`src/rtl/mem_param.sv`:
```
// mem_param: parameterised register-file memory with asynchronous read.
//
// Holds 2**DEPTH words of WIDTH bits. A write is captured on the rising
// clock edge; the read port is purely combinational, so rdata follows raddr
// with no latency. A synchronous active-low reset clears every word to zero
// and takes priority over a write presented on the same edge.
//
// Ports:
//   clk    - single clock, all state changes on its rising edge
//   rst    - synchronous reset, active-low (0 clears the whole array)
//   write  - write enable, active-high
//   waddr  - write address, DEPTH bits
//   raddr  - read address, DEPTH bits
//   wdata  - write data, WIDTH bits
//   rdata  - read data, WIDTH bits, combinational from raddr
//
// The block is deliberately dumb: no handshake, no flow control and no
// full/empty tracking. The caller gates write.
module mem_param #(
    parameter int WIDTH = 64,
    parameter int DEPTH = 4
) (
    input  logic             clk,
    input  logic             rst,
    input  logic             write,
    input  logic [DEPTH-1:0] waddr,
    input  logic [DEPTH-1:0] raddr,
    input  logic [WIDTH-1:0] wdata,
    output logic [WIDTH-1:0] rdata
);

    // Storage is kept as plain flops / distributed RAM. The whole-array clear
    // and the asynchronous read both rule out a block RAM with a registered
    // output, which is what we want here.
    logic [WIDTH-1:0] mem [2**DEPTH];

    // Reset wins over write: a write offered while rst is low is dropped, and
    // every word is zeroed in a single edge.
    always_ff @(posedge clk) begin
        if (!rst) begin
            for (int i = 0; i < 2**DEPTH; i++) begin
                mem[i] <= '0;
            end
        end else if (write) begin
            mem[waddr] <= wdata;
        end
    end

    // No write-through bypass: a read of the address being written shows the
    // old word until the edge, and the new word right after it.
    assign rdata = mem[raddr];

endmodule

```
`config.mk`:
```
export PLATFORM = sky130hd
export DESIGN_NAME = mem_param
export DESIGN_NICKNAME = d
export VERILOG_FILES = /design/src/rtl/mem_param.sv
export SDC_FILE = /design/constraint.sdc
export NUM_CORES = 1
export LEC_CHECK = 0
export BUFFER_PORTS_ARGS = -buffer_cell sky130_fd_sc_hd__buf_4
export CAP_MARGIN = 0
export CORE_MARGIN = 2
export CORE_UTILIZATION = 35
export DETAILED_ROUTE_END_ITERATION = 10
export HOLD_SLACK_MARGIN = 0.15
export PLACE_DENSITY_LB_ADDON = 0.25
export SLEW_MARGIN = 15
export SYNTH_ARGS = -nofsm -noshare
export SYNTH_HDL_FRONTEND = slang
export SYNTH_SLANG_ARGS = --single-unit
```
`constraint.sdc`:
```
create_clock -name clk -period 9.7 [get_ports clk]
set_input_delay 0.97 -clock clk [delete_from_list [all_inputs] [get_ports clk]]
set_output_delay 0.97 -clock clk [all_outputs]
set_load 0.05 [all_outputs]
```
### Yosys cells after proc, flatten, opt, wreduce, memory -nomap -nowiden

Memories as Yosys holds them, arrays and structs flattened.
Cells that the tools add are included.

| word-level totals | value |
|---|---|
| flip-flop bits (word level) | 0 |
| bits in writable memories | 1024 |
| input port bits | 75 |
| output and inout port bits | 64 |
| word-level logic and storage cells | 9 |
| memories kept | 1 |

| cells by class | value |
|---|---|
| muxes and demuxes | 7 |
| reductions and logical operators | 1 |

Memory list:

| memory | words | bits a word | rd ports | clocked after Yosys merged registers in | wr ports | line | RTL |
|---|---|---|---|---|---|---|---|
| mem | 16 | 64 | 1 | 0 | 16 | 35 | `logic [WIDTH-1:0] mem [2**DEPTH];` |

Operators by type and width:

| kind | count |
|---|---|
| 64-bit 2-to-1 mux | 1 |
| 64-bit OR reduction | 1 |
| 1-bit 2-to-1 mux | 5 |
| 4-bit 2-to-1 mux | 1 |

### Longest topological paths before layout

| depth | value |
|---|---|
| word-level depth | 5 |
| gate-level depth with buffers | 6 |
| depth with buffers taken out | 3 |

### Worst setup path before layout

No wires, ideal clock.

| timing | value |
|---|---|
| path kind | input-to-reg |
| from | input port rst |
| to | memory mem[5][0], enable pin |
| library setup time | 0.575 ns |
| data arrival time | 5.938 ns |
| data required time | 9.125 ns |
| path slack | 3.188 ns |
| stages | 3 |
| path buffers | 1 |
| cells stage by stage | buf_2 -> nand4b_2 -> o21ai_0 |

RTL lines:

| what | line | RTL |
|---|---|---|
| start, declared | 24 | `input logic rst,` |
| end, declared | 35 |  |

### Worst setup path in the final report

| timing | value |
|---|---|
| from | input port raddr[0] |
| to | output port rdata[18] |

| between the ends | value |
|---|---|
| word-level cells in the longest chain between the ends | 1 |

RTL lines:

| what | line | RTL |
|---|---|---|
| start, declared | 27 | `input logic [DEPTH-1:0] raddr,` |
| memory 16 x 64 bit | n/a |  |
| end, declared | 29 | `output logic [WIDTH-1:0] rdata` |

No other way between the ends.

==> impl_metrics.ini <==
[final_layout]
area_growth_pct = 14.54
reg_top3 = mem x1024
final_core_util_pct = 40.29
mostFrequentLayoutCells = and2_1, edfxtp_1, mux4_2
drive_gt1_share_pct = 22.23
largest_register_ffs = 1024
regMostFlops = mem
nNetsFinal = 2928

[place]
dp_slack_ns = 4.676
gp_congestion = 0.7252
io_buffers = 138
place_hpwl_um = 66410

[global_route]
grt_max_degree = 133
overflow = 0
grt_pass1_wl_um = 190500
antenna_found_initial = 12
track_usage_pct = 20.16
grt_pass1_vias = 26630

[sta]
drv_slew = 0
clock.fmax_ghz = 0.2055
fin_crit_ns = 4.867
tightest_slew_ns = 1.171
setup_viol = 0
finalHoldViolations = 0
setup_ws_ns = 4.833
relSlewSlack_pct = 21.72
finalCritPeriodShare_pct = 50.17
setup_tns_ns = 0
rsz0062_at_grt = false

[synth]
synth_area_mm2 = 0.04549
synth.area.mux_share_pct = 12.67
synth_fa_ha_area_share_pct = 0
synth_top_family_by_area = simple AND/OR/NAND/NOR gates
ys_ff_latch = 1024
synth-simple-area-share_pct = 15.09
synth_compound_gate_area_share_pct = 2.244
syn_avg_cell_area_um2 = 16.31
synth_fp_nets = 2864
synth.distinct_cells = 20
yosys_warnings = 0
ys_seq_area_share_pct = 67.60
postSynthCellCount = 2789
synth-xor-area-share_pct = 0

[routing]
post-route-drc-count = 0
avgViaCountPerCell = 5.281
vias = 24790
drt-initial-drc-count = 2666
routedWlPerCell_um = 28.38
totalWireLength_um = 133300
drt-pass1-iter-count = 5
ant_nets = 0

[clocking]
clockRootBuffer = clkbuf_16
postCtsSetupBuffers = 0
clock_sinks = 1024
clockBufferDepth = 3
cts_hold_buf = 0
tritoncts = done
htree_levels = 3
clk_pin_slew_ns = 0.06
postCtsResizedCells = 0
cts_buffers = 112

[die]
dieArea_mm2 = 0.1329
ios = 139
num_rows = 132
initial_core_util_pct = 35.18
die_x_um = 364.5
die_y_um = 364.5
core_area_mm2 = 0.1293

[pwr]
ir_drop_mv = 0.1314
leakage_nw = 17.92
cellPowerDensity_mw_per_mm2 = 199.2

[setup_path]
startpoint_type = primary input
endpoint_kind = output pin
cp.required_ns = 8.73
critPathKind = in -> out
crit_arrival_ns = 3.90
path_max_fanout = 72

[worst_hold_path]
whs_path_depth = 2
hp-class = in -> reg
hold_path_end = mem[4][36]
hold_path.startpoint = wdata[36]

[outcome]
status = completed

[run]
drv_cap = 0
[worst max path at each step]
stage / cells after the start / from / end
finish: 6 / raddr[0] / rdata[18]
floorplan: 3 / rst / mem[5][0]
CTS: 6 / raddr[0] / rdata[26]
global placement: 6 / raddr[0] / rdata[26]
detailed placement: 6 / raddr[0] / rdata[26]
global route: 6 / raddr[0] / rdata[18]
[logic make-up (layout without fill, tap and decap cells)]
family	Yosys count	count (layout)
mux	256	256
simple gates	1119	1119
compound gates	140	140
buf+inv	250	407
flops	1024	1024
other cells	0	7
[cells in the mapped netlist (all sizes together)]
cell	count	area share, %
mux4	256	13
clkbuf	186	1.5
nand4bb	1	0.036
nand4	1	0.028
a22oi	128	2.1
nor2b	2	0.028
nand2b	6	0.083
nor3	4	0.044
nand2	65	0.54
buf	64	0.84
nand4b	2	0.066
edfxtp	1024	68
and2	1025	14
nor2	13	0.17
o21ai	12	0.13
[routing by layer]
layer  global-route usage (%)  share of wire (%)  vias up
met3                    2.900                6.7      209
li1                         -                  -    10500
met2                    36.17                 52      903
met1                    25.33                 39    13170
met5                        0              0.017        -
met4                    5.558                2.2        4
[power breakdown]
part           total [mW]  internal (mW)  switching, mW
clock network        4.30           2.54           1.76
registers            5.18           5.12         0.0623
logic               0.896          0.309          0.587
total                10.4           7.97           2.41
[per-stage QoR]
stage / std cells / power [mW] / hold slack, ns / cell area, µm²
CTS: 4687 / 10.47 / 0.6168 / 52060
finish: 4695 / 10.38 / 0.6611 / 52100
global route: 4692 / 10.67 / 0.6586 / 52100
global placement: 4480 / 6.161 / 1.347 / 48380
detailed placement: 4480 / 6.188 / 1.359 / 48380
floorplan: 2789 / 5.839 / 1.168 / 45490
[area by class of cell]
type | instances | area (µm²)
diodes | 7 | 17.52
clock buffers | 135 | 2932
clock inverters | 72 | 743.2
fillers | 11670 | 77220
multi-input cells | 1515 | 13920
flip-flops and latches | 1024 | 30750
well taps | 1742 | 2180
repair buffers | 200 | 1562
[worst max-delay path: stages]
cell,delay (ns)
buf_8,0.62
buf_4,0.89
mux4_2,0.60
a22oi_1,0.21
nand2_1,0.25
buf_4,0.28
Note: power is estimated with default switching activity, not from simulation.
